$ cat config.mk
export PLATFORM = sky130hd
export DESIGN_NAME = seq_detector
export DESIGN_NICKNAME = d
export VERILOG_FILES = /design/src/rtl/seq_det_pkg.sv /design/src/rtl/seq_detector_sat_counter.sv /design/src/rtl/seq_detector.sv
export SDC_FILE = /design/constraint.sdc
export NUM_CORES = 1
export LEC_CHECK = 0
export ABC_AREA = 1
export CAP_MARGIN = 30
export CORE_AREA = 2 2 39 41
export DETAILED_ROUTE_END_ITERATION = 10
export DIE_AREA = 0 0 41 43
export PLACE_DENSITY = 0.73
export SLEW_MARGIN = 20
export SYNTH_ARGS = -nofsm -noshare
export SYNTH_HDL_FRONTEND = slang
export SYNTH_SLANG_ARGS = --single-unit
$ cat constraint.sdc
create_clock -name clk -period 1.9 [get_ports clk]
set_input_delay 0.19 -clock clk [delete_from_list [all_inputs] [get_ports clk]]
set_output_delay 0.19 -clock clk [all_outputs]
set_load 0.01 [all_outputs]
$ cat src/rtl/seq_det_pkg.sv
// ---------------------------------------------------------------------------
// seq_det_pkg
//
// Shared elaboration-time helpers for the parametrised sequence detector.
//   patSym      - extracts symbol idx of a packed pattern (symbol 0 in the MS bits)
//   next_state  - KMP-style transition: the longest pattern prefix that is a
//                 suffix of (matched prefix of length k, followed by sym),
//                 capped at len-1 so a full match falls back to fail[len]
//   satIncr     - saturating increment used by the match counter
//
// All functions are evaluated only at elaboration to build constant tables.
// Patterns up to MAX_PAT_BITS bits and symbols up to MAX_W bits are supported.
// ---------------------------------------------------------------------------
package seq_det_pkg;

  localparam int MAX_PAT_BITS = 256;
  localparam int MAX_W        = 32;

  // Returns pattern symbol idx, zero-extended to MAX_W bits.
  function automatic logic [MAX_W-1:0] patSym(input logic [MAX_PAT_BITS-1:0] pattern,
                                              input int w,
                                              input int len,
                                              input int idx);
    logic [MAX_PAT_BITS-1:0] shifted;
    logic [MAX_W-1:0]        mask;
    shifted = pattern >> ((len - 1 - idx) * w);
    if (w >= MAX_W) begin
      mask = '1;
    end else begin
      mask = MAX_W'((64'd1 << w) - 64'd1);
    end
    return shifted[MAX_W-1:0] & mask;
  endfunction

  // Brute-force border search. The examined string is the first k pattern
  // symbols followed by sym (length k+1). The candidate prefix length is
  // capped at len-1: for a completed match this yields the proper border,
  // i.e. the failure value fail[len] used for overlapping restarts.
  function automatic int next_state(input logic [MAX_PAT_BITS-1:0] pattern,
                                    input int w,
                                    input int len,
                                    input int k,
                                    input logic [MAX_W-1:0] sym);
    int               maxLen;
    int               best;
    int               j;
    bit               ok;
    logic [MAX_W-1:0] strSym;
    maxLen = (k + 1 < len - 1) ? (k + 1) : (len - 1);
    best   = 0;
    for (int l = 1; l <= maxLen; l++) begin
      ok = 1'b1;
      for (int i = 0; i < l; i++) begin
        j = k + 1 - l + i;
        strSym = (j == k) ? sym : patSym(pattern, w, len, j);
        if (patSym(pattern, w, len, i) != strSym) begin
          ok = 1'b0;
        end
      end
      if (ok) begin
        best = l;
      end
    end
    return best;
  endfunction

  // Increment that sticks at maxValue instead of wrapping.
  function automatic logic [63:0] satIncr(input logic [63:0] value,
                                          input logic [63:0] maxValue);
    return (value >= maxValue) ? value : (value + 64'd1);
  endfunction

endpackage

$ cat src/rtl/seq_detector_sat_counter.sv
// ---------------------------------------------------------------------------
// sat_counter
//
// Saturating event counter owning the detector's match_count.
//   clk    in   rising-edge clock
//   reset  in   synchronous active-high reset (highest priority)
//   clear  in   synchronous clear (beats a same-cycle increment)
//   inc    in   count one event this cycle
//   count  out  CNT_W-bit count, sticks at all-ones
// ---------------------------------------------------------------------------
module sat_counter
  import seq_det_pkg::*;
#(
  parameter int CNT_W = 8
) (
  input  logic             clk,
  input  logic             reset,
  input  logic             clear,
  input  logic             inc,
  output logic [CNT_W-1:0] count
);

  localparam logic [63:0] MAX_COUNT = 64'((65'd1 << CNT_W) - 65'd1);

  logic [CNT_W-1:0] r_count;
  logic [CNT_W-1:0] w_countInc;

  assign w_countInc = CNT_W'(satIncr(64'(r_count), MAX_COUNT));

  // Count register: reset first, then clear, then the saturating increment,
  // so a clear coinciding with a match leaves the count at zero.
  always_ff @(posedge clk) begin
    if (reset) begin
      r_count <= '0;
    end else if (clear) begin
      r_count <= '0;
    end else if (inc) begin
      r_count <= w_countInc;
    end
  end

  assign count = r_count;

endmodule

$ cat src/rtl/seq_detector.sv
// ---------------------------------------------------------------------------
// seq_detector
//
// Parametrised Mealy sequence detector for a compile-time pattern of LEN
// symbols of W bits each (symbol 0 in the MS bits of PATTERN). The state is
// the length of the currently matched prefix; transitions come from a
// constant KMP table built at elaboration. OVERLAP selects whether a match
// restarts from the pattern's longest proper border or from scratch.
//   clk          in   rising-edge clock
//   reset        in   synchronous active-high reset
//   x_valid      in   qualifies X this cycle
//   X            in   W-bit input symbol
//   clear        in   synchronous clear of match_count only
//   Y            out  combinational match flag, same cycle as final symbol
//   state_o      out  matched-prefix length, 0..LEN-1
//   match_count  out  CNT_W-bit saturating match count
// ---------------------------------------------------------------------------
module seq_detector
  import seq_det_pkg::*;
#(
  parameter int               W       = 1,
  parameter int               LEN     = 4,
  parameter logic [LEN*W-1:0] PATTERN = 4'b1011,
  parameter int               OVERLAP = 1,
  parameter int               CNT_W   = 8
) (
  input  logic                                  clk,
  input  logic                                  reset,
  input  logic                                  x_valid,
  input  logic [W-1:0]                          X,
  input  logic                                  clear,
  output logic                                  Y,
  output logic [((LEN > 1) ? $clog2(LEN) : 1)-1:0] state_o,
  output logic [CNT_W-1:0]                      match_count
);

  localparam int SW      = (LEN > 1) ? $clog2(LEN) : 1;
  localparam int NSTATES = 2 ** SW;
  localparam int NSYMS   = 2 ** W;

  localparam logic [MAX_PAT_BITS-1:0] PAT_EXT  = MAX_PAT_BITS'(PATTERN);
  localparam logic [W-1:0]            LAST_SYM = PATTERN[W-1:0];
  localparam logic [SW-1:0]           LAST_ST  = SW'(LEN - 1);
  localparam int FAIL_LEN = next_state(PAT_EXT, W, LEN, LEN - 1,
                                       patSym(PAT_EXT, W, LEN, LEN - 1));

  logic [SW-1:0] r_state;
  logic [SW-1:0] w_nextState;
  logic          w_match;
  logic          w_illegal;
  logic [SW-1:0] w_nextTbl [NSTATES][NSYMS];

  // Constant transition table. Rows beyond LEN-1 only exist when LEN is not
  // a power of two; they are never consulted because w_illegal takes over.
  for (genvar k = 0; k < NSTATES; k++) begin : g_row
    for (genvar s = 0; s < NSYMS; s++) begin : g_col
      if (k < LEN) begin : g_legal
        localparam int NS = next_state(PAT_EXT, W, LEN, k, MAX_W'(s));
        assign w_nextTbl[k][s] = SW'(NS);
      end else begin : g_unused
        assign w_nextTbl[k][s] = '0;
      end
    end
  end

  // Out-of-range state detection only makes sense when the state register
  // can hold values above LEN-1.
  if (LEN < NSTATES) begin : g_illegalChk
    assign w_illegal = (r_state > LAST_ST);
  end else begin : g_noIllegal
    assign w_illegal = 1'b0;
  end

  // Next-state and Mealy output. Y is forced low during reset so a matching
  // symbol presented with reset neither flags nor counts.
  always_comb begin
    w_nextState = r_state;
    w_match     = 1'b0;
    if (!reset && x_valid) begin
      if (w_illegal) begin
        w_nextState = '0;
      end else if ((r_state == LAST_ST) && (X == LAST_SYM)) begin
        w_match     = 1'b1;
        w_nextState = (OVERLAP != 0) ? SW'(FAIL_LEN) : '0;
      end else begin
        w_nextState = w_nextTbl[r_state][X];
      end
    end
  end

  // Matched-prefix register.
  always_ff @(posedge clk) begin
    if (reset) begin
      r_state <= '0;
    end else begin
      r_state <= w_nextState;
    end
  end

  sat_counter #(
    .CNT_W(CNT_W)
  ) u_matchCounter (
    .clk  (clk),
    .reset(reset),
    .clear(clear),
    .inc  (w_match),
    .count(match_count)
  );

  assign Y       = w_match;
  assign state_o = r_state;

endmodule
==> run summary, run 1 <==
status -> complete, no violations
clock-pin transition on the worst setup and hold timing paths -> 0.07 ns
reg2reg end -> u_matchCounter.count[0]
Global Route met1 Usage -> 23.6%
TritonCTS clock tree -> built
Setup Fix Bufs, Post-CTS -> 0
Cells after Synth -> 86
die area -> 1760 um^2
CP required -> 1.71 ns
Worst EP arrival -> 1.47 ns
Initial Utilization -> 41.6%
clk sinks -> 10
kind of critical path -> in -> out
worst vdd ir -> 0.244 mV
relative slew slack -> 66.4%
DR WL/cell -> 9.69 um
DP HPWL -> 878 um
Crit path top cell by count -> clkdlybuf4s50_1
Root Driver -> clkbuf_4
LEAKAGE -> 0.000341 uW
highest clock rate -> 0.603 GHz
family with the most delay on the worst path -> buffers and inverters
R2R depth -> 8
Cell Chain, Critical Path -> clkdlybuf4s50_1, nand3_2, nor2_8, clkdlybuf4s50_1
setup slack, reg-to-reg -> 0.56 ns
Die Height -> 43 um
Iter 0 DRT Violations -> 8
Max Buffers Root-to-Sink -> 2
share of post-route cells with drive strength above 1 -> 14.3%
via count -> 557
first-pass GRT wire length -> 2050 um
hold path cells -> 2
PortBufs -> 15
initial antenna violation count -> 0
post-route ant nets -> 0
chip width -> 41 um
MaxCap Viol Count -> 0
IO Pins -> 16
Post-CTS Resized -> 0
Nets -> 113
post-synthesis simple-gate area fraction -> 45.7%
global route overflow -> 0
TritonCTS buffer count -> 3
Yosys warnings -> 0
Max Slew Vio Count -> 0
drt total wl -> 1170 um
setup violators final -> 0
syn_nets -> 92
Ant. Diodes -> 0
Synth Area in XOR/XNOR -> 1.52%
Mapped Avg Cell Area -> 6.69 um^2
reg-to-reg startpoint -> u_matchCounter.count[0]
worst skew pair latency -> 0.27 ns
overall routing resource usage -> 17.4%
H-tree depth -> 1
final RePlAce weighted congestion -> 0.797
RSZ-0062 raised after global routing -> no
final hold violation count -> 0
pin count of the biggest net entering global routing -> 10
count of cell types in the netlist -> 18
global-route track usage on met2 -> 22.5%
Worst path max stage delay -> 0.53 ns
WHS Endpoint -> u_matchCounter.count[1]
crit-path max FO -> 3
element type at the critical path start -> input port
crit path capture type -> primary output
DP Worst Slack -> 0.231 ns
Hold Crit Class -> reg -> reg
synthesized flop and latch total -> 10
setup TNS -> 0 ns
Fin Hold WS -> 0.528 ns
Netlist Area Pre-Place -> 576 um^2
met3 Use GR -> 3.66%
routed vias/inst -> 4.60
pwr dens -> 507 nW/um^2
post-layout instance area -> 776 um^2
Crit-path slowest cell -> clkdlybuf4s50_1
total power -> 394 uW
DRC -> 0
sequential-to-total area share from yosys stat -> 34.8%
post-synthesis adder-cell area fraction -> 2.17%
clk_skew -> 0.00604 ns
min-delay src -> u_matchCounter.count[1]
GRT Max-Usage Layer -> met1
post-synthesis compound-gate area fraction -> 7.39%
Final WS setup -> 0.241 ns
period utilization -> 87.3%
First-pass DRT Iterations -> 4
worst-margin pin slew -> 0.503 ns
vias in the first global route -> 500
WP buf/inv -> 2
Area growth syn-to-layout -> 34.8%
post-synthesis mux area share -> 0%
largest family of logic cells by synthesized area -> simple AND/OR/NAND/NOR gates
Rows -> 14
Area after DPL -> 753 um^2
core area -> 1380 um^2
Hold-fix buffers, CTS -> 0
post-layout minimum cycle time -> 1.66 ns
==> synth_stat cells, drive strengths merged <==
library cell	instances	area share (%)
ha	1	2.2
a21boi	1	1.3
nor3	1	0.87
nand2	21	16
a21oi	2	1.7
inv	13	8.5
nand3	8	8.7
o21ai	5	4.3
xor2	1	1.5
nor2	22	18
nand3b	1	1.3
dfxtp	10	35
==> logic make-up after synthesis <==
logic type | after synthesis
flops | 10
buf+inv | 13
xor+xnor | 1
compound gates | 8
simple gates | 53
fa+ha+maj | 1
==> per-layer routing <==
| metal | share of wire (%) | vias to the layer above |
|---|---|---|
| li1 | - | 305 |
| met5 | 0 | - |
| met2 | 44 | 11 |
| met1 | 48 | 237 |
| met4 | 2.7 | 0 |
| met3 | 4.6 | 4 |
==> final cells by class <==
| class | instances | area (um^2) |
|---|---|---|
| Fill cell | 149 | 608 |
| Inverter | 13 | 48.8 |
| Multi-Input combinational cell | 63 | 327 |
| Tap cell | 16 | 20.0 |
| Clock buffer | 3 | 22.5 |
| Timing Repair Buffer | 16 | 158 |
| Sequential cell | 10 | 200 |
==> flip-flops by register name, summed over array words and instances (netlist names) <==
name	count
u_matchCounter.count	8
state_o	2
==> worst reg2reg max path: stages, from the launching register on <==
cell and delay, ns:
dfxtp_1 0.42, ha_1 0.21, inv_1 0.07, nor2_2 0.13, nand2_2 0.12, nand2_2 0.10
inv_1 0.05, nor2_1 0.08, nor2_1 0.05
==> worst max path at each step <==
stage                       startpoint                 endpoint  slack [ns]  cells past startpoint
2_1_floorplan  u_matchCounter.count[0]  u_matchCounter.count[0]        0.64                      8
4_1_cts                              X                        Y        0.23                      4
6_report                             X                        Y        0.24                      4
3_5_place_dp                         X                        Y        0.23                      4
5_1_grt                              X                        Y        0.17                      4
3_3_place_gp                         X                        Y        0.25                      4
==> where the power goes <==
| part | leakage (uW) | internal, uW | switching [uW] | total, uW |
|---|---|---|---|---|
| sequential | 0.0000809 | 212 | 2.67 | 215 |
| combinational | 0.000246 | 16.7 | 15.8 | 32.4 |
| clock | 0.0000138 | 73.2 | 73.0 | 146 |
| total | 0.000341 | 302 | 91.4 | 394 |
==> cell usage in the layout, fill, tap and decap left out <==
| cell type | Yosys | final |
|---|---|---|
| inv_1 | 12 | 12 |
| nor2_8 | 1 | 1 |
| a21boi_1 | 1 | 1 |
| ha_1 | 1 | 1 |
| nor2_1 | 18 | 18 |
| nand2_2 | 3 | 3 |
| nor2_2 | 3 | 3 |
| buf_4 | 0 | 1 |
| dfxtp_1 | 10 | 10 |
| nand3b_1 | 1 | 1 |
| nand3_2 | 2 | 2 |
| clkdlybuf4s50_1 | 0 | 15 |
| a21oi_1 | 2 | 2 |
| nand2_1 | 17 | 17 |
| nand3_1 | 6 | 6 |
| nand2_4 | 1 | 1 |
| xor2_1 | 1 | 1 |
| inv_2 | 1 | 1 |
| o21ai_0 | 5 | 5 |
| nor3_1 | 1 | 1 |
| clkbuf_4 | 0 | 3 |
==> through the flow <==
stage	instances	utilization (%)
global placement	118	54.4
floorplan	86	-
global route	121	56.1
finish	121	56.1
CTS	121	56.1
detailed placement	118	54.4
Note: power is estimated with default switching activity, not from simulation.
==> run 2: changes to the inputs <==
Settings changed: PLACE_DENSITY 0.73 to 0.75, SYNTH_HIERARCHICAL set to 1.
Clock period 1.9 ns to 2.12 ns, I/O delays scaled along.
==> run summary, run 2 <==
synth top area cells -> dfxtp_1, nand2_1, inv_1, nand3_1, nor2_1 (was dfxtp_1, nor2_1, nand2_1, inv_1, nand3_1)
total power -> 390 uW (was 394 uW)
post-synthesis mux area share -> 0% (unchanged)
setup violators final -> 0 (unchanged)
top cell type's share of synthesized area -> 33.7% (was 34.8%)
area occupied by registers -> 200 um^2 (unchanged)
vias in the first global route -> 484 (was 500)
Synth Area in XOR/XNOR -> 0% (was 1.52%)
most common cell after layout, fill and taps aside -> nand2_1 (was nor2_1)
kind of critical path -> in -> out (unchanged)
PortBufs -> 15 (unchanged)
RSZ-0062 raised after global routing -> no (unchanged)
Largest register FFs -> 8 (unchanged)
via count -> 590 (was 557)
highest clock rate -> 0.537 GHz
setup TNS -> 0 ns (unchanged)
worst vdd ir -> 0.314 mV (was 0.244 mV)
IO Pins -> 16 (unchanged)
Post-synth EDFFs -> 0 (unchanged)
TritonCTS buffer count -> 3 (unchanged)
Area growth syn-to-layout -> 34.7% (was 34.8%)
syn_nets -> 94 (was 92)
cell with the most instances after synthesis -> nand2_1 (was nor2_1)
area occupied by multi-input gates -> 327 um^2 (unchanged)
element type at the critical path start -> input port (unchanged)
count of cell types in the netlist -> 19 (was 18)
layout filler cell count -> 141 (was 149)
first-pass GRT wire length -> 1830 um (was 2050 um)
Cells after Synth -> 88 (was 86)
final hold violation count -> 0 (unchanged)
Hold-fix buffers, CTS -> 0 (unchanged)
crit path capture type -> primary output (unchanged)
Root Driver -> clkbuf_4 (unchanged)
First-pass DRT Iterations -> 6 (was 4)
post-layout minimum cycle time -> 1.86 ns
Hold Crit Class -> reg -> reg (unchanged)
H-tree depth -> 1 (unchanged)
Worst path max stage delay -> 0.55 ns (was 0.53 ns)
Yosys warnings -> 6 (was 0)
Setup Fix Bufs, Post-CTS -> 0 (unchanged)
worst-margin pin slew -> 0.222 ns (was 0.503 ns)
Initial Utilization -> 42.9% (was 41.6%)
post-route ant nets -> 0 (unchanged)
Netlist Area Pre-Place -> 594 um^2 (was 576 um^2)
global route overflow -> 0 (unchanged)
Crit path top cell by count -> clkdlybuf4s50_1 (unchanged)
Mapped Avg Cell Area -> 6.75 um^2 (was 6.69 um^2)
sequential-to-total area share from yosys stat -> 33.7% (was 34.8%)
post-synthesis compound-gate area fraction -> 9.05% (was 7.39%)
TritonCTS clock tree -> built (unchanged)
final RePlAce weighted congestion -> 0.684 (was 0.797)
initial antenna violation count -> 0 (unchanged)
crit-path max FO -> 4 (was 3)
Synth area leader -> dfxtp_1 (unchanged)
share of post-route cells with drive strength above 1 -> 15.0% (was 14.3%)
Top FF cell, synth -> dfxtp_1 (unchanged)
Max Buffers Root-to-Sink -> 2 (unchanged)
core area -> 1380 um^2 (unchanged)
overall routing resource usage -> 15.6% (was 17.4%)
Ant. Diodes -> 0 (unchanged)
pwr dens -> 487 nW/um^2 (was 507 nW/um^2)
Max Slew Vio Count -> 0 (unchanged)
Post-CTS Resized -> 0 (unchanged)
post-synthesis adder-cell area fraction -> 2.11% (was 2.17%)
Rows -> 14 (unchanged)
MaxCap Viol Count -> 0 (unchanged)
LEAKAGE -> 0.000361 uW (was 0.000341 uW)
CP required -> 1.91 ns (was 1.71 ns)
die area -> 1760 um^2 (unchanged)
Nets -> 114 (was 113)
relative slew slack -> 85.2% (was 66.4%)
DR WL/cell -> 9.04 um (was 9.69 um)
Iter 0 DRT Violations -> 4 (was 8)
clk sinks -> 10 (unchanged)
clk_skew -> 0.000972 ns (was 0.00604 ns)
Cell Chain, Critical Path -> clkdlybuf4s50_1, inv_2, nor2_2, nand2_1, nor2_1, clkdlybuf4s50_1 (was clkdlybuf4s50_1, nand3_2, nor2_8, clkdlybuf4s50_1)
DP Worst Slack -> 0.269 ns (was 0.231 ns)
DP HPWL -> 899 um (was 878 um)
period utilization -> 87.8%
drt total wl -> 1110 um (was 1170 um)
post-synthesis async set-or-reset flop share -> 0% (unchanged)
post-synthesis simple-gate area fraction -> 43.8% (was 45.7%)
Crit-path slowest cell -> clkdlybuf4s50_1 (unchanged)
worst skew pair latency -> 0.26 ns (was 0.27 ns)
commonest cells in the synthesized netlist -> nand2_1, inv_1, nor2_1, dfxtp_1, nand3_1 (was nor2_1, nand2_1, inv_1, dfxtp_1, nand3_1)
routed vias/inst -> 4.80 (was 4.60)
clock-pin transition on the worst setup and hold timing paths -> 0.06 ns (was 0.07 ns)
synthesized flop and latch total -> 10 (unchanged)
chip width -> 41 um (unchanged)
DRC -> 0 (unchanged)
largest family of logic cells by synthesized area -> simple AND/OR/NAND/NOR gates (unchanged)
Final WS setup -> 0.258 ns (was 0.241 ns)
Worst EP arrival -> 1.65 ns (was 1.47 ns)
Die Height -> 43 um (unchanged)
commonest non-fill, non-tap cells in the layout -> nand2_1, clkdlybuf4s50_1, inv_1 (was nor2_1, nand2_1, clkdlybuf4s50_1)
pin count of the biggest net entering global routing -> 10 (unchanged)
status -> complete, no violations (unchanged)
==> run 2: cell count changes after synthesis, sizes merged, moves of 2 or more <==
| cell | change |
|---|---|
| nor2 | -6 |
| nand2 | +2 |
| inv | +2 |
| o21ai | -3 |
| nand4 | +2 |
| a21oi | +4 |
==> run 2: final timing paths <==
kind / from / end / slack (ns) / cells after the start
worst max-delay path: x_valid / Y / 0.26 / 6
worst min-delay path: u_matchCounter/count[5] / u_matchCounter/count[5] / 0.53 / 2
worst max register to register: state_o[0] / u_matchCounter/count[7] / 0.83 / 9
worst min register to register: u_matchCounter/count[5] / u_matchCounter/count[5] / 0.53 / 2
==> run 2: power by group <==
| group | switching (uW) | internal (uW) | leakage [uW] |
|---|---|---|---|
| Clock | 64.1 | 104 | 0.0000210 |
| Sequential | 2.04 | 190 | 0.0000809 |
| Combinational | 14.5 | 15.3 | 0.000259 |
==> run 2: kinds of logic after synthesis <==
family          count (synthesis)
simple gates                   50
compound gates                 10
fa+ha+maj                       1
buf+inv                        17
flops                          10
==> run 2: through the flow <==
stage                     cells  hold WS (ns)  cell area (um^2)  util [%]
after global routing        123         0.558               801      57.9
final                       123         0.532               801      57.9
after CTS                   123         0.537               801      57.9
after floorplan              88         0.357               594         -
after global placement      119         0.516               764      55.2
after detailed placement    119         0.529               764      55.2
==> run 2: cell type report <==
cell class                 instances  share of cell area (%)
clock buffer                       4                    4.53
sequential                        10                    25.0
multi-input combinational         61                    40.8
timing repair buffer              16                    19.7
inverter                          16                    7.50
tap                               16                    2.50
==> run 2: per-layer routing <==
metal  vias to the layer above  GRT usage [%]  routed length (um)  share of wire, %
li1                        314              -                   -                 -
met1                       262           16.8                 474                43
met2                        12           24.7                 574                52
met3                         2           7.85                  53               4.8
met4                         0           6.00                   9              0.81
met5                         -              0                   0                 0
==> run 2: critical path: cells and delay by family <==
family / cells / cell delay (ns)
buf+inv: 3 / 1.13
simple gates: 3 / 0.31
